--- config.mk ---
export PLATFORM = sky130hd
export DESIGN_NAME = controlador_cache2vias
export DESIGN_NICKNAME = d
export VERILOG_FILES = /design/src/rtl/cache_pkg.sv /design/src/rtl/cache2vias_array.sv /design/src/rtl/controlador_cache2vias.sv
export SDC_FILE = /design/constraint.sdc
export NUM_CORES = 1
export LEC_CHECK = 0
export ABC_AREA = 0
export CAP_MARGIN = 20
export CORE_MARGIN = 5
export CORE_UTILIZATION = 56
export CTS_BUF_LIST = sky130_fd_sc_hd__clkbuf_16
export DETAILED_ROUTE_END_ITERATION = 8
export PLACE_DENSITY = 0.79
export SLEW_MARGIN = 25
export SYNTH_ARGS = -nofsm -noshare
export SYNTH_HDL_FRONTEND = slang
export SYNTH_SLANG_ARGS = --single-unit
--- constraint.sdc ---
create_clock -name clock -period 2.9 [get_ports clock]
set_clock_uncertainty 0.1 [all_clocks]
set_input_delay 0.29 -clock clock [delete_from_list [all_inputs] [get_ports clock]]
set_output_delay 0.29 -clock clock [all_outputs]
set_load 0.1 [all_outputs]
--- src/rtl/cache_pkg.sv ---
// Shared types and default geometry for the 2-way set-associative cache controller.
package cache_pkg;

    localparam int DEF_ADDR_W  = 5;
    localparam int DEF_DATA_W  = 8;
    localparam int DEF_INDEX_W = 1;
    localparam int DEF_TAG_W   = DEF_ADDR_W - DEF_INDEX_W;
    localparam int DEF_SETS    = 1 << DEF_INDEX_W;

    typedef enum logic [2:0] {
        ST_IDLE,
        ST_COMPARE,
        ST_WRITEBACK,
        ST_REFILL,
        ST_DONE
    } state_t;

    // Invalid ways are filled before anything is evicted; otherwise LRU names the victim.
    function automatic logic pick_victim(input logic [1:0] valid, input logic lru);
        if (!valid[0]) return 1'b0;
        if (!valid[1]) return 1'b1;
        return lru;
    endfunction

endpackage

--- src/rtl/cache2vias_array.sv ---
// Tag/valid/dirty/data store for both ways plus per-set LRU bit.
// Combinational read of the addressed set, single synchronous write port.
module cache2vias_array
    import cache_pkg::*;
#(
    parameter int TAG_W   = DEF_TAG_W,
    parameter int DATA_W  = DEF_DATA_W,
    parameter int INDEX_W = DEF_INDEX_W,
    parameter int SETS    = DEF_SETS
) (
    input  logic                        clock,
    input  logic                        reset,
    input  logic [INDEX_W-1:0]          index,
    output logic [1:0]                  rd_valid,
    output logic [1:0]                  rd_dirty,
    output logic [1:0][TAG_W-1:0]       rd_tag,
    output logic [1:0][DATA_W-1:0]      rd_data,
    output logic                        rd_lru,
    input  logic                        wr_en,
    input  logic                        wr_way,
    input  logic                        wr_dirty,
    input  logic [TAG_W-1:0]            wr_tag,
    input  logic [DATA_W-1:0]           wr_data,
    input  logic                        lru_we,
    input  logic                        lru_val
);

    logic [SETS-1:0][1:0]              valid_q, valid_d;
    logic [SETS-1:0][1:0]              dirty_q, dirty_d;
    logic [SETS-1:0][1:0][TAG_W-1:0]   tag_q, tag_d;
    logic [SETS-1:0][1:0][DATA_W-1:0]  data_q, data_d;
    logic [SETS-1:0]                   lru_q, lru_d;

    assign rd_valid = valid_q[index];
    assign rd_dirty = dirty_q[index];
    assign rd_tag   = tag_q[index];
    assign rd_data  = data_q[index];
    assign rd_lru   = lru_q[index];

    always_comb begin
        valid_d = valid_q;
        dirty_d = dirty_q;
        tag_d   = tag_q;
        data_d  = data_q;
        lru_d   = lru_q;
        if (wr_en) begin
            valid_d[index][wr_way] = 1'b1;
            dirty_d[index][wr_way] = wr_dirty;
            tag_d[index][wr_way]   = wr_tag;
            data_d[index][wr_way]  = wr_data;
        end
        if (lru_we) begin
            lru_d[index] = lru_val;
        end
    end

    always_ff @(posedge clock) begin
        if (reset) begin
            valid_q <= '0;
            dirty_q <= '0;
            tag_q   <= '0;
            data_q  <= '0;
            lru_q   <= '0;
        end else begin
            valid_q <= valid_d;
            dirty_q <= dirty_d;
            tag_q   <= tag_d;
            data_q  <= data_d;
            lru_q   <= lru_d;
        end
    end

endmodule

--- src/rtl/controlador_cache2vias.sv ---
// Write-back, write-allocate controller for a 2-way set-associative cache.
// state     | meaning
// IDLE      | ready for a CPU access
// COMPARE   | tag lookup; hit performs the access, miss picks a victim
// WRITEBACK | dirty victim being written to memory
// REFILL    | missing line being read from memory into the victim way
// DONE      | access complete; counters and CPU result updated
module controlador_cache2vias
    import cache_pkg::*;
#(
    parameter int ADDR_W  = DEF_ADDR_W,
    parameter int DATA_W  = DEF_DATA_W,
    parameter int INDEX_W = DEF_INDEX_W
) (
    input  logic              clock,
    input  logic              reset,
    input  logic              cpu_req,
    input  logic              cpu_we,
    input  logic [ADDR_W-1:0] cpu_addr,
    input  logic [DATA_W-1:0] cpu_wdata,
    output logic              cpu_ready,
    output logic              cpu_done,
    output logic [DATA_W-1:0] cpu_rdata,
    output logic              cpu_hit,
    output logic              mem_req,
    output logic              mem_we,
    output logic [ADDR_W-1:0] mem_addr,
    output logic [DATA_W-1:0] mem_wdata,
    input  logic              mem_ack,
    input  logic [DATA_W-1:0] mem_rdata,
    output logic [7:0]        hit_count,
    output logic [7:0]        miss_count
);

    localparam int TAG_W = ADDR_W - INDEX_W;
    localparam int SETS  = 1 << INDEX_W;

    state_t              state_q, state_d;
    logic                we_q, we_d;
    logic [ADDR_W-1:0]   addr_q, addr_d;
    logic [DATA_W-1:0]   wdata_q, wdata_d;
    logic                replay_q, replay_d;
    logic                victim_q, victim_d;
    logic [DATA_W-1:0]   rdata_lat_q, rdata_lat_d;
    logic                cpu_done_q, cpu_done_d;
    logic                cpu_hit_q, cpu_hit_d;
    logic [DATA_W-1:0]   cpu_rdata_q, cpu_rdata_d;
    logic                mem_req_q, mem_req_d;
    logic                mem_we_q, mem_we_d;
    logic [ADDR_W-1:0]   mem_addr_q, mem_addr_d;
    logic [DATA_W-1:0]   mem_wdata_q, mem_wdata_d;
    logic [7:0]          hit_count_q, hit_count_d;
    logic [7:0]          miss_count_q, miss_count_d;

    logic [1:0]                 arr_valid, arr_dirty;
    logic [1:0][TAG_W-1:0]      arr_tag;
    logic [1:0][DATA_W-1:0]     arr_data;
    logic                       arr_lru;
    logic                       wr_en, wr_way, wr_dirty, lru_we, lru_val;
    logic [DATA_W-1:0]          wr_data;

    logic [INDEX_W-1:0] lk_index;
    logic [TAG_W-1:0]   lk_tag;
    logic               hit0, hit1, hit, hit_way, victim_sel, mem_xfer;

    assign lk_index   = addr_q[INDEX_W-1:0];
    assign lk_tag     = addr_q[ADDR_W-1:INDEX_W];
    assign hit0       = arr_valid[0] && (arr_tag[0] == lk_tag);
    assign hit1       = arr_valid[1] && (arr_tag[1] == lk_tag);
    assign hit        = hit0 || hit1;
    assign hit_way    = hit1;
    assign victim_sel = pick_victim(arr_valid, arr_lru);
    assign mem_xfer   = mem_req_q && mem_ack;

    cache2vias_array #(
        .TAG_W   (TAG_W),
        .DATA_W  (DATA_W),
        .INDEX_W (INDEX_W),
        .SETS    (SETS)
    ) u_array (
        .clock    (clock),
        .reset    (reset),
        .index    (lk_index),
        .rd_valid (arr_valid),
        .rd_dirty (arr_dirty),
        .rd_tag   (arr_tag),
        .rd_data  (arr_data),
        .rd_lru   (arr_lru),
        .wr_en    (wr_en),
        .wr_way   (wr_way),
        .wr_dirty (wr_dirty),
        .wr_tag   (lk_tag),
        .wr_data  (wr_data),
        .lru_we   (lru_we),
        .lru_val  (lru_val)
    );

    always_comb begin
        state_d      = state_q;
        we_d         = we_q;
        addr_d       = addr_q;
        wdata_d      = wdata_q;
        replay_d     = replay_q;
        victim_d     = victim_q;
        rdata_lat_d  = rdata_lat_q;
        cpu_hit_d    = cpu_hit_q;
        cpu_rdata_d  = cpu_rdata_q;
        hit_count_d  = hit_count_q;
        miss_count_d = miss_count_q;
        mem_we_d     = mem_we_q;
        mem_addr_d   = mem_addr_q;
        mem_wdata_d  = mem_wdata_q;
        wr_en        = 1'b0;
        wr_way       = 1'b0;
        wr_dirty     = 1'b0;
        wr_data      = wdata_q;
        lru_we       = 1'b0;
        lru_val      = 1'b0;

        case (state_q)
            ST_IDLE: begin
                if (cpu_req) begin
                    we_d     = cpu_we;
                    addr_d   = cpu_addr;
                    wdata_d  = cpu_wdata;
                    replay_d = 1'b0;
                    state_d  = ST_COMPARE;
                end
            end
            ST_COMPARE: begin
                if (hit) begin
                    lru_we  = 1'b1;
                    lru_val = ~hit_way;
                    if (we_q) begin
                        wr_en    = 1'b1;
                        wr_way   = hit_way;
                        wr_dirty = 1'b1;
                    end else begin
                        rdata_lat_d = arr_data[hit_way];
                    end
                    state_d = ST_DONE;
                end else begin
                    victim_d = victim_sel;
                    replay_d = 1'b1;
                    state_d  = (arr_valid[victim_sel] && arr_dirty[victim_sel])
                               ? ST_WRITEBACK : ST_REFILL;
                end
            end
            ST_WRITEBACK: begin
                if (mem_xfer) state_d = ST_REFILL;
            end
            ST_REFILL: begin
                if (mem_xfer) begin
                    wr_en    = 1'b1;
                    wr_way   = victim_q;
                    wr_dirty = 1'b0;
                    wr_data  = mem_rdata;
                    state_d  = ST_COMPARE;
                end
            end
            ST_DONE: begin
                cpu_hit_d = ~replay_q;
                if (!we_q) cpu_rdata_d = rdata_lat_q;
                if (replay_q) miss_count_d = miss_count_q + 8'd1;
                else          hit_count_d  = hit_count_q + 8'd1;
                state_d = ST_IDLE;
            end
            default: state_d = ST_IDLE;
        endcase

        cpu_done_d = (state_q == ST_DONE);

        // Request drops on the ack edge, so back-to-back write-back/refill leaves one idle cycle.
        mem_req_d = ((state_d == ST_WRITEBACK) || (state_d == ST_REFILL)) && !mem_xfer;
        if (mem_req_d && !mem_req_q) begin
            if (state_d == ST_WRITEBACK) begin
                mem_we_d    = 1'b1;
                mem_addr_d  = {arr_tag[victim_sel], lk_index};
                mem_wdata_d = arr_data[victim_sel];
            end else begin
                mem_we_d   = 1'b0;
                mem_addr_d = addr_q;
            end
        end
    end

    always_ff @(posedge clock) begin
        if (reset) begin
            state_q      <= ST_IDLE;
            we_q         <= 1'b0;
            addr_q       <= '0;
            wdata_q      <= '0;
            replay_q     <= 1'b0;
            victim_q     <= 1'b0;
            rdata_lat_q  <= '0;
            cpu_done_q   <= 1'b0;
            cpu_hit_q    <= 1'b0;
            cpu_rdata_q  <= '0;
            mem_req_q    <= 1'b0;
            mem_we_q     <= 1'b0;
            mem_addr_q   <= '0;
            mem_wdata_q  <= '0;
            hit_count_q  <= '0;
            miss_count_q <= '0;
        end else begin
            state_q      <= state_d;
            we_q         <= we_d;
            addr_q       <= addr_d;
            wdata_q      <= wdata_d;
            replay_q     <= replay_d;
            victim_q     <= victim_d;
            rdata_lat_q  <= rdata_lat_d;
            cpu_done_q   <= cpu_done_d;
            cpu_hit_q    <= cpu_hit_d;
            cpu_rdata_q  <= cpu_rdata_d;
            mem_req_q    <= mem_req_d;
            mem_we_q     <= mem_we_d;
            mem_addr_q   <= mem_addr_d;
            mem_wdata_q  <= mem_wdata_d;
            hit_count_q  <= hit_count_d;
            miss_count_q <= miss_count_d;
        end
    end

    assign cpu_ready  = (state_q == ST_IDLE);
    assign cpu_done   = cpu_done_q;
    assign cpu_hit    = cpu_hit_q;
    assign cpu_rdata  = cpu_rdata_q;
    assign mem_req    = mem_req_q;
    assign mem_we     = mem_we_q;
    assign mem_addr   = mem_addr_q;
    assign mem_wdata  = mem_wdata_q;
    assign hit_count  = hit_count_q;
    assign miss_count = miss_count_q;

endmodule

==> results.cfg <==
[floorplanning]
core_area_um2 = 10200
die_area_um2 = 12400
start_util = 0.566
chipHeight_um = 111
dieWidth_um = 111
num_rows = 37
ioPinCount = 68

[critical_path]
crit_type = reg2reg
cp-start-kind = flop
critPathCaptureType = flop
worstPathMaxFanout = 17
crit_required_ns = 3.12
arrival_ns = 2.86

[pwr]
p_sw_frac = 0.314
power_mw = 5.15
seq_power_share = 0.372
p_sw_mw = 1.62
internal_power_mw = 3.53
power_frac_clock = 0.422
leakagePower_nw = 2.56
pwr-share-comb = 0.207
peakVddDrop_mv = 0.458
powerDensity_nw_per_um2 = 735

[placed_design]
place.gp.congestion = 0.891
port_buffers = 67
dpl.hpwl_mm = 9.54

[sta]
setup_viol = 0
slew_headroom = 0.549
rsz0062_at_grt = no
tightest_slew_ns = 0.676
period_minus_slack_ns = 2.64
drv_slew = 0
fmaxAchievable_mhz = 379
hold_viol = 0
setup-tns-final_ns = 0
finalCritPeriodShare = 0.910

[route]
drc = 0
initialDrtViolationCount = 412
antenna_left = 0
dr.pass1.iters = 5
wl_per_cell_um = 16.9
vias_per_cell = 5.74
wl_mm = 13.9
vias = 4711

[flow_run]
maxCapViolCount = 0

[yosys]
synth.yosys.seq_area_share = 0.438
syn_nets = 642
synth-edff-count = 0
syn-instance-count = 614
synth_flop_cell = dfxtp_1
syn-cell-area_um2 = 5760
synthArstFlopShare = 0
postSynthAreaPerCell_um2 = 9.38
ys_types = 57
yosys_warnings = 0
ys_ff_latch = 126

[cts]
post_cts_buffers = 0
root_buffer = clkbuf_16
clkSinkCount = 126
clk_pin_slew_worst_paths_ns = 0.06
cts_tree = done
htreeDepth = 4
hold_buffers = 0
cts_resized = 0
clk_latency_ns = 0.41
cts_buffer_depth = 2
cts_buffers = 17

[global_route]
grt.overflow.total = 0
antenna_found_initial = 0
grt_pass1_wl_mm = 23.5
globalRouteTotalUtil = 0.231
grt_pass1_vias = 4647
grt_max_degree = 65

[layout]
synthToLayoutAreaGrowth_pct = 21.6
final_common_cell = dfxtp_1
layout-drive-gt1-share = 0.200
fillers = 788
final_cell_mix = dfxtp_1 (125), nand2_1 (79), buf_4 (62), nor2_1 (52), a21oi_1 (46)
nNetsFinal = 701
antenna_cells = 0

[status]
status = complete, no violations

[min_path]
timing.hold.worst.class = in2reg
[path summary, 6_finish.rpt]
| kind | startpoint | endpoint | slack (ns) | depth (start not counted) |
|---|---|---|---|---|
| setup reg to reg | addr_q[0]$_SDFFE_PP0P_ | mem_wdata[0]$_SDFFE_PP0P_ | 0.26 | 8 |
| hold reg to reg | wdata_q[2]$_SDFFE_PP0P_ | wdata_q[2]$_SDFFE_PP0P_ | 0.35 | 2 |
| hold / removal | reset | cpu_done$_SDFF_PP0_ | 0.29 | 2 |
| setup / recovery | addr_q[0]$_SDFFE_PP0P_ | mem_wdata[0]$_SDFFE_PP0P_ | 0.26 | 8 |
[cell families after synthesis]
kind of cell,after synthesis,share of synthesized area
and+or+nand+nor,221,0.188
AOI/OAI and AO/OA,137,0.159
DFF,126,0.438
buffers and inverters,60,0.0532
muxes,48,0.127
xor gates and xnor gates,20,0.0304
adders and majority gates,2,0.00434
[cell type report]
class / instances / area, um2 / share of cell area
multi-input cells: 428 / 2940 / 0.419
flip-flops and latches: 126 / 2520 / 0.360
clock buffers: 17 / 425 / 0.0607
clock inverters: 14 / 176 / 0.0252
well taps: 136 / 170 / 0.0243
inverters: 13 / 48.8 / 0.00696
repair buffers: 87 / 726 / 0.104
[synthesized netlist by cell type, drive strengths merged, types with 3 or more instances]
cell / count / area (um2)
o221ai: 4 / 35.0
and3: 4 / 25.0
buf: 23 / 168
clkbuf: 24 / 90.1
a21oi: 46 / 230
xor2: 12 / 105
xnor2: 8 / 70.1
o21ai: 41 / 209
mux2i: 28 / 280
o211ai: 3 / 27.5
nand3: 17 / 85.1
nor3: 9 / 50.1
mux4: 20 / 450
inv: 13 / 48.8
nand2: 80 / 303
nand3b: 18 / 135
or2: 3 / 18.8
a211oi: 3 / 22.5
nor2: 54 / 208
a22o: 8 / 70.1
nand4: 4 / 25.0
dfxtp: 126 / 2520
nand2b: 22 / 145
o31ai: 16 / 160
[worst max-delay path: stages (launching register included)]
cell      delay [ns]
dfxtp_2         0.58
buf_4           0.24
and3_1          0.16
a211oi_1        0.06
a211o_1         0.28
o22ai_2         0.24
o21a_1          0.51
nand3_1         0.13
a21oi_1         0.24
[sequential cells by signal, summed over array words and instances (netlist names), 8 cells and up]
name,count
u_array.data_q,32
u_array.tag_q,16
cpu_rdata,8
hit_count,8
mem_wdata,8
miss_count,8
rdata_lat_q,8
wdata_q,8
[power groups by stage]
stage	Clock (mW)	Sequential, mW	Combinational (mW)
2_1_floorplan	0	2.15	0.599
3_3_place_gp	0	1.94	1.03
3_5_place_dp	0	1.94	1.05
4_1_cts	2.20	1.91	1.06
5_1_grt	2.29	1.92	1.13
6_report	2.17	1.91	1.06
[metal layers]
metal / global-route usage / vias up / routed length (um)
li1: - / 2294 / -
met1: 0.309 / 2212 / 6120
met2: 0.371 / 186 / 6610
met3: 0.0609 / 19 / 941
met4: 0.0665 / 0 / 202
met5: 0 / - / 0
[through the flow]
step / instances / hold slack [ns] / area [um2] / worst slack, ns / util
4_1_cts: 821 / 0.287 / 7010 / 0.305 / 0.688
3_3_place_gp: 790 / 0.343 / 6400 / 0.484 / 0.629
6_report: 821 / 0.288 / 7010 / 0.262 / 0.688
3_5_place_dp: 790 / 0.348 / 6400 / 0.415 / 0.629
2_1_floorplan: 614 / 0.301 / 5770 / 0.155 / -
5_1_grt: 821 / 0.318 / 7010 / 0.146 / 0.688
Power figures use the tool's default switching activity.
